## config.mk

```make
export PLATFORM = sky130hd
export DESIGN_NAME = sub4_serial_subtractor
export DESIGN_NICKNAME = d
export VERILOG_FILES = /design/src/rtl/sub4_pkg.sv /design/src/rtl/sub4_cla.sv /design/src/rtl/sub4_serial_subtractor.sv
export SDC_FILE = /design/constraint.sdc
export NUM_CORES = 1
export LEC_CHECK = 0
export ABC_AREA = 1
export CORE_AREA = 4 4 92 94
export CTS_CLUSTER_DIAMETER = 120
export DETAILED_ROUTE_END_ITERATION = 6
export DIE_AREA = 0 0 96 98
export PLACE_DENSITY_LB_ADDON = 0.12
export REMOVE_ABC_BUFFERS = 1
export SLEW_MARGIN = 20
export SYNTH_ARGS = -nofsm -noshare
export SYNTH_HDL_FRONTEND = slang
export SYNTH_HIERARCHICAL = 1
export SYNTH_SLANG_ARGS = --single-unit
```

## constraint.sdc

```tcl
create_clock -name clk_i -period 1.6 [get_ports clk_i]
set_input_delay 0.24 -clock clk_i [delete_from_list [all_inputs] [get_ports clk_i]]
set_output_delay 0.24 -clock clk_i [all_outputs]
set_load 0.1 [all_outputs]
```

## src/rtl/sub4_pkg.sv

```systemverilog
// Shared types and sizing helpers for the nibble-serial subtractor.
package sub4_pkg;

    localparam int unsigned NIBBLE_W = 4;

    typedef enum logic [1:0] {
        S_IDLE,
        S_RUN,
        S_DONE
    } sub_state_t;

    // Number of nibble passes needed for a given operand width.
    function automatic int unsigned nib_count(input int unsigned width);
        return width / NIBBLE_W;
    endfunction

endpackage

```

## src/rtl/sub4_cla.sv

```systemverilog
// Combinational 4-bit borrow-lookahead subtract slice: d = a - b - bin.
module sub4_cla
    import sub4_pkg::*;
(
    input  logic [NIBBLE_W-1:0] a,
    input  logic [NIBBLE_W-1:0] b,
    input  logic                bin,
    output logic [NIBBLE_W-1:0] d,
    output logic                bout
);

    logic [NIBBLE_W-1:0] g;
    logic [NIBBLE_W-1:0] p;
    logic [NIBBLE_W-1:0] bc;

    // Generate: this bit borrows on its own; propagate: equal bits pass the incoming borrow.
    assign g = ~a & b;
    assign p = ~(a ^ b);

    // Every internal borrow is a flat sum of products of g/p and bin.
    assign bc[0] = bin;
    assign bc[1] = g[0] | (p[0] & bin);
    assign bc[2] = g[1] | (p[1] & g[0]) | (p[1] & p[0] & bin);
    assign bc[3] = g[2] | (p[2] & g[1]) | (p[2] & p[1] & g[0])
                 | (p[2] & p[1] & p[0] & bin);
    assign bout  = g[3] | (p[3] & g[2]) | (p[3] & p[2] & g[1])
                 | (p[3] & p[2] & p[1] & g[0])
                 | (p[3] & p[2] & p[1] & p[0] & bin);

    assign d = a ^ b ^ bc;

endmodule

```

## src/rtl/sub4_serial_subtractor.sv

```systemverilog
// Multi-cycle subtractor: diff = a - b - borrow_i, one nibble per clock through a single slice.
module sub4_serial_subtractor
    import sub4_pkg::*;
#(
    parameter int unsigned WIDTH = 16
) (
    input  logic             clk_i,
    input  logic             rst_ni,
    input  logic             in_valid_i,
    output logic             in_ready_o,
    input  logic [WIDTH-1:0] a_i,
    input  logic [WIDTH-1:0] b_i,
    input  logic             borrow_i,
    output logic             out_valid_o,
    input  logic             out_ready_i,
    output logic [WIDTH-1:0] diff_o,
    output logic             borrow_o,
    output logic             overflow_o
);

    localparam int unsigned NIB      = nib_count(WIDTH);
    localparam int unsigned CNT_W    = (NIB > 1) ? $clog2(NIB) : 1;
    localparam int unsigned DSH_W    = WIDTH - NIBBLE_W;
    localparam logic [CNT_W-1:0] CNT_LAST = CNT_W'(NIB - 1);

    if (((WIDTH % NIBBLE_W) != 0) || (WIDTH < 8)) begin : g_bad_width
        $fatal(1, "sub4_serial_subtractor: WIDTH must be a multiple of 4 and >= 8");
    end

    sub_state_t state_q;
    sub_state_t state_d;

    logic [WIDTH-1:0]    a_sh_q;
    logic [WIDTH-1:0]    b_sh_q;
    logic [DSH_W-1:0]    diff_sh_q;
    logic                borrow_q;
    logic [CNT_W-1:0]    cnt_q;

    logic                accept_c;
    logic                step_c;
    logic                last_c;

    logic [NIBBLE_W-1:0] nib_d;
    logic                nib_bout;
    logic [WIDTH-1:0]    diff_nx;

    sub4_cla u_cla (
        .a    (a_sh_q[NIBBLE_W-1:0]),
        .b    (b_sh_q[NIBBLE_W-1:0]),
        .bin  (borrow_q),
        .d    (nib_d),
        .bout (nib_bout)
    );

    // New nibble enters from the MSB side; after NIB steps the word is aligned.
    assign diff_nx = {nib_d, diff_sh_q};

    always_ff @(posedge clk_i or negedge rst_ni) begin
        if (!rst_ni) begin
            state_q <= S_IDLE;
        end else begin
            state_q <= state_d;
        end
    end

    always_comb begin
        state_d  = state_q;
        accept_c = 1'b0;
        step_c   = 1'b0;
        last_c   = 1'b0;
        case (state_q)
            S_IDLE: begin
                if (in_valid_i) begin
                    accept_c = 1'b1;
                    state_d  = S_RUN;
                end
            end
            S_RUN: begin
                step_c = 1'b1;
                if (cnt_q == CNT_LAST) begin
                    last_c  = 1'b1;
                    state_d = S_DONE;
                end
            end
            S_DONE: begin
                if (out_ready_i) begin
                    state_d = S_IDLE;
                end
            end
            default: begin
                state_d = S_IDLE;
            end
        endcase
    end

    // Datapath, handshake flags and result registers.
    always_ff @(posedge clk_i or negedge rst_ni) begin
        if (!rst_ni) begin
            a_sh_q      <= '0;
            b_sh_q      <= '0;
            diff_sh_q   <= '0;
            borrow_q    <= 1'b0;
            cnt_q       <= '0;
            in_ready_o  <= 1'b1;
            out_valid_o <= 1'b0;
            diff_o      <= '0;
            borrow_o    <= 1'b0;
            overflow_o  <= 1'b0;
        end else begin
            in_ready_o  <= (state_d == S_IDLE);
            out_valid_o <= (state_d == S_DONE);
            if (accept_c) begin
                a_sh_q    <= a_i;
                b_sh_q    <= b_i;
                borrow_q  <= borrow_i;
                diff_sh_q <= '0;
                cnt_q     <= '0;
            end
            if (step_c) begin
                a_sh_q    <= {NIBBLE_W'(0), a_sh_q[WIDTH-1:NIBBLE_W]};
                b_sh_q    <= {NIBBLE_W'(0), b_sh_q[WIDTH-1:NIBBLE_W]};
                diff_sh_q <= diff_nx[WIDTH-1:NIBBLE_W];
                borrow_q  <= nib_bout;
                cnt_q     <= cnt_q + CNT_W'(1);
            end
            // On the final pass the slice holds the operand MSBs, so overflow comes from it.
            if (last_c) begin
                diff_o     <= diff_nx;
                borrow_o   <= nib_bout;
                overflow_o <= (a_sh_q[NIBBLE_W-1] != b_sh_q[NIBBLE_W-1])
                           && (nib_d[NIBBLE_W-1] != a_sh_q[NIBBLE_W-1]);
            end
        end
    end

endmodule

```

==> results of run 1 <==
## routing by layer
metal	wire [microns]	share of wire, %	vias to the layer above	GRT usage (%)
met2	3290	47	84	25.7
li1	-	-	1441	-
met5	0	0	-	0
met1	3220	46	1234	21.1
met3	408	5.8	11	3.78
met4	98	1.4	0	4.60
## stage by stage
step	setup WS (ns)	cells	hold WS (ns)
final	0.0678	594	0.435
after global routing	-0.0321	594	0.446
after CTS	0.0142	589	0.453
after detailed placement	0.00280	572	0.293
after global placement	0.0867	572	0.294
after floorplan	-0.551	401	-0.0556
## worst max-delay path, delay by kind of cell (launching register included)
kind | cells | cell delay [ns]
DFF | 1 | 0.40
adders and majority gates | 1 | 0.34
and+or+nand+nor | 6 | 0.48
buffers and inverters | 3 | 0.21
## Yosys cell counts, drive strengths merged
| library cell | n | area share (%) |
|---|---|---|
| nand2 | 115 | 13 |
| nand3 | 81 | 12 |
| inv | 77 | 8.6 |
| dfrtp | 68 | 50 |
| o21ai | 33 | 4.9 |
| buf | 16 | 3.2 |
| nor2 | 8 | 1.1 |
| clkbuf | 6 | 0.67 |
| ha | 6 | 2.2 |
| nand4 | 3 | 0.56 |
| a21oi | 2 | 0.30 |
| or2 | 2 | 0.37 |
| xor2 | 2 | 0.52 |
| dfstp | 1 | 0.78 |
| fa | 1 | 0.59 |
| nor3 | 1 | 0.15 |
| o21a | 1 | 0.22 |
## area by class of cell
| type | count | share of cell area, % |
|---|---|---|
| sequential | 69 | 37.6 |
| multi-input combinational | 255 | 27.8 |
| timing repair buffer | 75 | 20.7 |
| inverter | 77 | 6.29 |
| tap | 102 | 2.78 |
| clock buffer | 9 | 2.70 |
| clock inverter | 7 | 2.10 |
## cells in the final DEF (no fill, tap or decap), types with 3 or more instances in the layout
| cell | netlist | final |
|---|---|---|
| ha_4 | 0 | 3 |
| clkbuf_8 | 0 | 9 |
| clkdlybuf4s50_1 | 0 | 35 |
| nand2_1 | 111 | 110 |
| nor2_2 | 3 | 4 |
| buf_4 | 1 | 14 |
| inv_2 | 1 | 5 |
| nor2_1 | 5 | 4 |
| nand2_2 | 3 | 4 |
| dfrtp_1 | 68 | 68 |
| buf_12 | 0 | 24 |
| nand3_1 | 80 | 79 |
| o21ai_1 | 13 | 13 |
| inv_1 | 76 | 72 |
| nand4_1 | 3 | 3 |
| o21ai_0 | 20 | 20 |
## sequential cells by signal, summed over array words and instances (netlist names)
name	cells
diff_sh_q	12
diff_o	16
b_sh_q	16
in_ready_o	1
borrow_q	1
borrow_o	1
cnt_q	2
state_q	2
out_valid_o	1
a_sh_q	16
overflow_o	1
## cell families after synthesis
| group | Yosys count | share of synthesized area, % |
|---|---|---|
| adders and majority gates | 7 | 2.82 |
| DFF | 69 | 51.2 |
| xor gates and xnor gates | 2 | 0.520 |
| buffers and inverters | 99 | 12.4 |
| AOI/OAI and AO/OA | 36 | 5.42 |
| and+or+nand+nor | 210 | 27.6 |
## path summary, 6_finish.rpt
kind | start | to | slack [ns] | cells past startpoint
max in group asynchronous | rst_ni | diff_sh_q[7] | 0.85 | 3
min in group clk_i | b_i[15] | b_sh_q[15] | 0.46 | 3
setup reg to reg | a_sh_q[3] | borrow_q | 0.07 | 10
setup / recovery | a_sh_q[3] | borrow_q | 0.07 | 10
hold / removal | rst_ni | diff_sh_q[1] | 0.43 | 3
hold reg to reg | diff_sh_q[10] | diff_sh_q[6] | 0.48 | 2
## timing repair
item,in CTS,in global routing
endpoints found under the hold margin,68,0
pin swaps,0,4
setup endpoints to repair,1,2
hold buffers,1,0
setup buffers,0,5
gates resized for setup,1,11
==> run_results.csv, run 1 <==
group,metric,value,unit
timing,setup_tns,0,ns
placed_design,numPortBuffers,56,
cells_and_area,stdcell_area,4590,sq um
yosys,syn_avg_cell_area,7.97,sq um
yosys,netlist-cell-type-count,26,
floorplanning,core,7650,sq um
clock_tree,root_buffer,"clkbuf_8",
drt,drc,0,
cells_and_area,diodes,0,
yosys,ys_seq_elements,69,
timing,fin_skew,0.0125,ns
worst_hold_path,min_path_type,"in2async",
clock_tree,clk_latency,0.34,ns
critical_path,crit_fanout,4,
timing,period_needed,1.53,ns
global_route,grt_max_degree,70,
critical_path,required,1.83,ns
timing,rsz0062_at_grt,"true",
critical_path,cp-end-kind,"flip-flop",
timing,worst_slew_pin_slew,0.375,ns
cells_and_area,fin_nets,531,
placed_design,place_congestion,0.786,
floorplanning,start_util,44.1,%
timing,slew_headroom,75.0,%
global_route,grtUsageTotal,15.9,%
critical_path,slowest_delay,0.40,ns
yosys,syn_area,3370,sq um
timing,slew_violations,0,
yosys,seq_area_frac_synth,51.2,%
global_route,grt_pass1_wl,12000,microns
drt,wl_per_cell,11.8,microns
job,cap_violations,0,
clock_tree,cts_tree,"built",
global_route,grt_overflow,0,
global_route,antenna_found_initial,0,
critical_path,setup.worst_path.class,"reg2reg",
global_route,grt_pass1_vias,2649,
drt,vias_per_cell,4.66,
clock_tree,cts_buffers,9,
clock_tree,h-tree-depth,3,
critical_path,worstPathCellList,"inv_1 > ha_1 > nand2_1 > inv_1 > nand3_1 > nand4_1 > inv_1 > nand3_1 > nand3_1 > nand2_1",
drt,dr.pass1.iters,4,
clock_tree,clk_path_buf_depth,2,
placed_design,dpl_cell_area,4270,sq um
floorplanning,rows,32,
floorplanning,die_h,98,microns
yosys,synthCells,423,
timing,hold_violations,0,
timing,fmax,653,MHz
critical_path,cp_data_arrival_time,1.77,ns
clock_tree,clk_pin_slew,0.08,ns
cells_and_area,fillCellCount,687,
placed_design,post-dp-hpwl,4670,microns
cells_and_area,multi_input_area,1280,sq um
critical_path,crit_path_start_kind,"flip-flop",
cells_and_area,drive_above_1_share,15.4,%
cells_and_area,final_core_util,60.0,%
critical_path,cp_slowest_cell,"dfrtp_1",
drt,wirelength,7020,microns
cells_and_area,area_growth,36.2,%
yosys,yosysWarnings,6,
floorplanning,die_area,9410,sq um
timing,finalSetupViolCount,0,
clock_tree,cts_sinks,69,
timing,post-route-period-util,95.8,%
drt,dr.first_iter.drc_count,113,
floorplanning,ios,57,
drt,ant_nets,0,
drt,dr_total_vias,2770,
status,status,"completed",
cells_and_area,seqCellArea,1730,sq um
floorplanning,dieWidth,96,microns
Power of run 1 is not shown: default switching activity piles up to over one toggle a cycle in this logic, so the estimate is an artifact.
==> run 2: changes to the inputs <==
GPL_TIMING_DRIVEN = 0   (was not set)
==> run 2 against run 1 <==
Against the previous run:
- the flow now finishes with violations (design-rule violations)
- highest routed layer unchanged
- critical path depth decreased by 9
- cell area decreased by 4.5%
- clock skew decreased by 0.0014 ns
==> run_results.csv, run 2 (synthesis results as in run 1) <==
group,metric,value,unit
status,status,"finished, violations left",
status,violations,"design-rule violations",
clock_tree,clk_latency,0.34,ns
clock_tree,cts_sinks,69,
cells_and_area,fillCellCount,749,
global_route,grt_pass1_vias,2619,
critical_path,crit_fanout,1,
global_route,grtUsageTotal,16.4,%
floorplanning,die_area,9410,sq um
cells_and_area,area_growth,30.1,%
placed_design,dpl_cell_area,3950,sq um
drt,wl_per_cell,12.9,microns
clock_tree,cts_tree,"built",
clock_tree,h-tree-depth,3,
global_route,grt_pass1_wl,12100,microns
timing,period_needed,1.51,ns
timing,fin_skew,0.0111,ns
timing,worst_slew_pin_slew,0.548,ns
drt,met3_length,359,microns
global_route,grt_max_degree,55,
cells_and_area,diodes,0,
cells_and_area,fin_nets,524,
critical_path,setup.worst_path.class,"reg2out",
clock_tree,clk_path_buf_depth,2,
cells_and_area,layout_common_cells,"nand2_1, nand3_1, inv_1",
timing,post-route-period-util,94.6,%
clock_tree,root_buffer,"clkbuf_8",
floorplanning,rows,32,
clock_tree,clk_pin_slew,0.08,ns
critical_path,path_delay_family,"flip-flops",
placed_design,numPortBuffers,56,
drt,drc,1,
critical_path,cp_slowest_cell,"dfstp_2",
critical_path,critical_path.startpoint,"in_ready_o",
cells_and_area,seqCellArea,1730,sq um
drt,dr_total_vias,2856,
floorplanning,start_util,44.1,%
timing,holdWs,0.355,ns
critical_path,r2r_slack,0.09,ns
drt,dr.pass1.iters,7,
worst_hold_path,min_path_type,"in2async",
job,cap_violations,0,
critical_path,critPathBufInv,1,
drt,wl_met1,3500,microns
placed_design,place_congestion,0.723,
timing,finalSetupViolCount,0,
drt,dr_wl_met2,3590,microns
timing,setup_tns,0,ns
critical_path,r2r_start,"b_sh_q[1]",
cells_and_area,stdcell_area,4390,sq um
timing,fmax,661,MHz
timing,rsz0062_at_grt,"true",
drt,dr.first_iter.drc_count,135,
floorplanning,core,7650,sq um
drt,top_layer,"met4",
critical_path,required,1.36,ns
clock_tree,cts_buffers,9,
cells_and_area,drive_above_1_share,14.0,%
critical_path,slowest_delay,0.52,ns
cells_and_area,final_core_util,57.3,%
cells_and_area,largestRegisters,"a_sh_q x16, b_sh_q x16, diff_o x16",
drt,wirelength,7550,microns
placed_design,post-dp-hpwl,4160,microns
cells_and_area,mostFrequentLayoutCell,"nand2_1",
floorplanning,ios,57,
floorplanning,dieWidth,96,microns
timing,slew_violations,0,
floorplanning,die_h,98,microns
drt,ant_nets,0,
drt,vias_per_cell,4.87,
global_route,antenna_found_initial,0,
critical_path,cp_data_arrival_time,1.27,ns
critical_path,crit_path_start_kind,"flip-flop",
cells_and_area,multi_input_area,1380,sq um
critical_path,cp-end-kind,"output pin",
timing,slew_headroom,63.6,%
critical_path,worstPathCellList,"buf_2",
global_route,grt_overflow,0,
timing,hold_violations,0,
## run 2: worst paths after layout
path / endpoint / cells after the start
worst min-delay path: diff_o[5] / 2
worst min register to register: cnt_q[0] / 1
worst max register to register: overflow_o / 12
worst max-delay path: in_ready_o / 1
min in group clk_i: b_sh_q[15] / 3
max in group asynchronous: in_ready_o / 3
## run 2: metrics by stage
step | worst slack [ns] | instances
4_1_cts | 0.0193 | 580
3_5_place_dp | -1.71 | 560
6_report | 0.0865 | 587
3_3_place_gp | -2.17 | 559
2_1_floorplan | -0.551 | 401
5_1_grt | -0.0512 | 587
## run 2: metal layers
metal / vias to the layer above / track usage (%)
met2: 66 / 26.7
met1: 1343 / 21.0
met5: - / 0
met4: 0 / 6.56
li1: 1437 / -
met3: 10 / 3.39
## run 2: repair_timing
action	4_1_cts	5_1_grt
setup buffers	2	4
gates cloned	1	3
hold buffers	1	0
endpoints found under the setup margin	89	52
pin swaps	2	6
resized for setup	82	8
endpoints found under the hold margin	28	0
## run 2: cell type report
cell class,instances,share of cell area (%)
flip-flops and latches,69,39.5
multi-input cells,259,31.5
repair buffers,64,15.0
inverters,77,6.76
clock buffers,10,2.91
well taps,102,2.91
clock inverters,6,1.46
Power of run 2 is left out for the same reason.
==> variant (flow settings as in run 2) <==
Re-encode `sub_state_t` (3 states) as one-hot, 3 bits wide.
--- a/src/rtl/sub4_pkg.sv
+++ b/src/rtl/sub4_pkg.sv
@@ -5,6 +5,6 @@
 
-    typedef enum logic [1:0] {
-        S_IDLE,
-        S_RUN,
-        S_DONE
+    typedef enum logic [2:0] {
+        S_IDLE = 3'b001,
+        S_RUN  = 3'b010,
+        S_DONE = 3'b100
     } sub_state_t;
Formal check against the unedited RTL: no difference found for any inputs over 10 cycles, from zero or initial values and one cycle with rst_ni low; not proved beyond that.
==> variant against run 2 <==
Via count is 9.1% higher. Wire length is 16% higher. Sequential cell count is 1 higher. Setup slack worse by 0.037 ns. Area after synthesis is 2.7% higher. Cell area is 5.4% higher. Largest cell class unchanged.
==> variant: results (changes against run 2) <==
- Outcome: finished clean
- Total number of vias: 3116 (+9.1%)
- Worst-case reg-to-reg path depth: 7 (-5)
- Logic pwr share: approximately 53%
- CTS Buf Count: 9 (unchanged)
- WP data arrival: 1.77 ns (+0.50 ns)
- Post-Syn Instances: 432 (+2.1%)
- Share of synthesized registers carrying an async set or reset: 100% (unchanged)
- Critical path's top delay family: flip-flops
- Detail Placement HPWL: 4210 um (+1.1%)
- N_diodes: 0 (unchanged)
- Initial antenna violation count: 0 (unchanged)
- Area after DPL: 4020 um^2 (+1.7%)
- Clk_lat worst skew: 0.34 ns (about the same)
- First-pass DRT Iterations: 4 (-3)
- Largest registers: a_sh_q (16), b_sh_q (16), diff_o (16)
- End point of the critical path: diff_sh_q[2]
- Ys flop type: dfrtp_1
- Pin count of the biggest net entering global routing: 50 (-9.1%)
- Setup slack after layout: 0.0496 ns (-0.0368 ns)
- Reg2reg end: diff_sh_q[2]
- Total design power: around 0.0090 W
- Synth top cells by count: nand2_1, nand3_1, dfrtp_1
- Critical path peak fanout: 10 (+9)
- Vias/cell: 5.12 (+5.2%)
- Overall Global Routing Usage: 19.3% (+3.0 points)
- Routability cong.: 0.808 (+12%)
- Clock transition at the registers of the reported paths: 0.08 ns (about the same)
- Worst Skew: 0.0137 ns (+0.00262 ns)
- RR Startpoint: state_q[0]
- Leak Pwr: about 2.4 nW
- Synth top area cells: dfrtp_1, nand2_1, nand3_1
- Hold WC Path Type: in2async
- Clk root buf: clkbuf_8
- Worst setup SP type: flip-flop
- Avg WL per Cell: 14.4 um (+12%)
- Starting DRT DRC Count: 160 (+19%)
- Seq/Total Area, Yosys: 50.6% (-0.61 points)
- Nets@finish: 546 (+4.2%)
- Pre-CTS setup slack: -1.13 ns (+0.585 ns)
- Share of cells above drive strength 1: 17.4% (+3.3 points)
- Vias in the first global route: 2822 (+7.8%)
- Worst Tran Pin Value: 0.549 ns (+0.00104 ns)
- Placed Cells incl. Taps: 564 (+0.71%)
- # H-tree levels: 3 (unchanged)
- CP max-delay cell: dfstp_4
- Synth unique cells: 27 (+3.8%)
- Clk pwr share: 14.2%
- CP max stage delay: 0.64 ns (+0.12 ns)
- First-pass GRT wire length: 14200 um (+17%)
-- variant: worst register-to-register path, stage by stage, from the launching register on --
cell and delay, ns:
dfstp_4 0.64, nor2_4 0.05, buf_4 0.17, nand2_8 0.15, clkinvlp_4 0.12, buf_4 0.18, nand2_1 0.07, nand2_1 0.05
-- variant: what timing repair did --
action	CTS	global route
hold endpoints to repair	25	0
cloned	8	0
pin swaps	3	1
gates resized for setup	78	7
hold buffers	1	0
setup buffers	12	8
setup endpoints to repair	90	45
-- variant: area by class of cell --
class,instances,area [um^2]
Fill cell,682,3030
Sequential cell,70,1760
Multi-Input combinational cell,324,1650
Timing Repair Buffer,78,818
Clock buffer,10,138
Tap cell,102,128
Inverter,18,81.3
Clock inverter,6,37.5
Timing Repair inverter,1,7.51
-- variant: worst min path at each step --
stage                     end  slack, ns
finish              diff_o[9]       0.35
global route        diff_o[5]       0.39
CTS                 diff_o[9]       0.34
detailed placement  diff_o[9]       0.18
global placement    diff_o[0]       0.46
floorplan           a_sh_q[0]      -0.06
-- variant: cell families (layout without fill, tap and decap cells) --
family | Yosys count | count (layout) | share of synthesized area (%)
AND/OR/NAND/NOR | 285 | 292 | 35.8
flip-flops | 70 | 70 | 50.6
buffers and inverters | 45 | 113 | 6.90
AO/OA/AOI/OAI | 23 | 23 | 3.39
adder cells (fa/ha/maj) | 7 | 7 | 2.74
XOR/XNOR | 2 | 2 | 0.506
-- variant: per-layer routing --
metal / part of all wire, % / routed length, um / track usage (%) / up-vias
li1: - / - / - / 1547
met1: 45 / 3920 / 26.3 / 1450
met2: 48 / 4190 / 30.6 / 109
met3: 6.4 / 564 / 3.16 / 10
met4: 1.4 / 123 / 7.66 / 0
met5: 0 / 0 / 0 / -
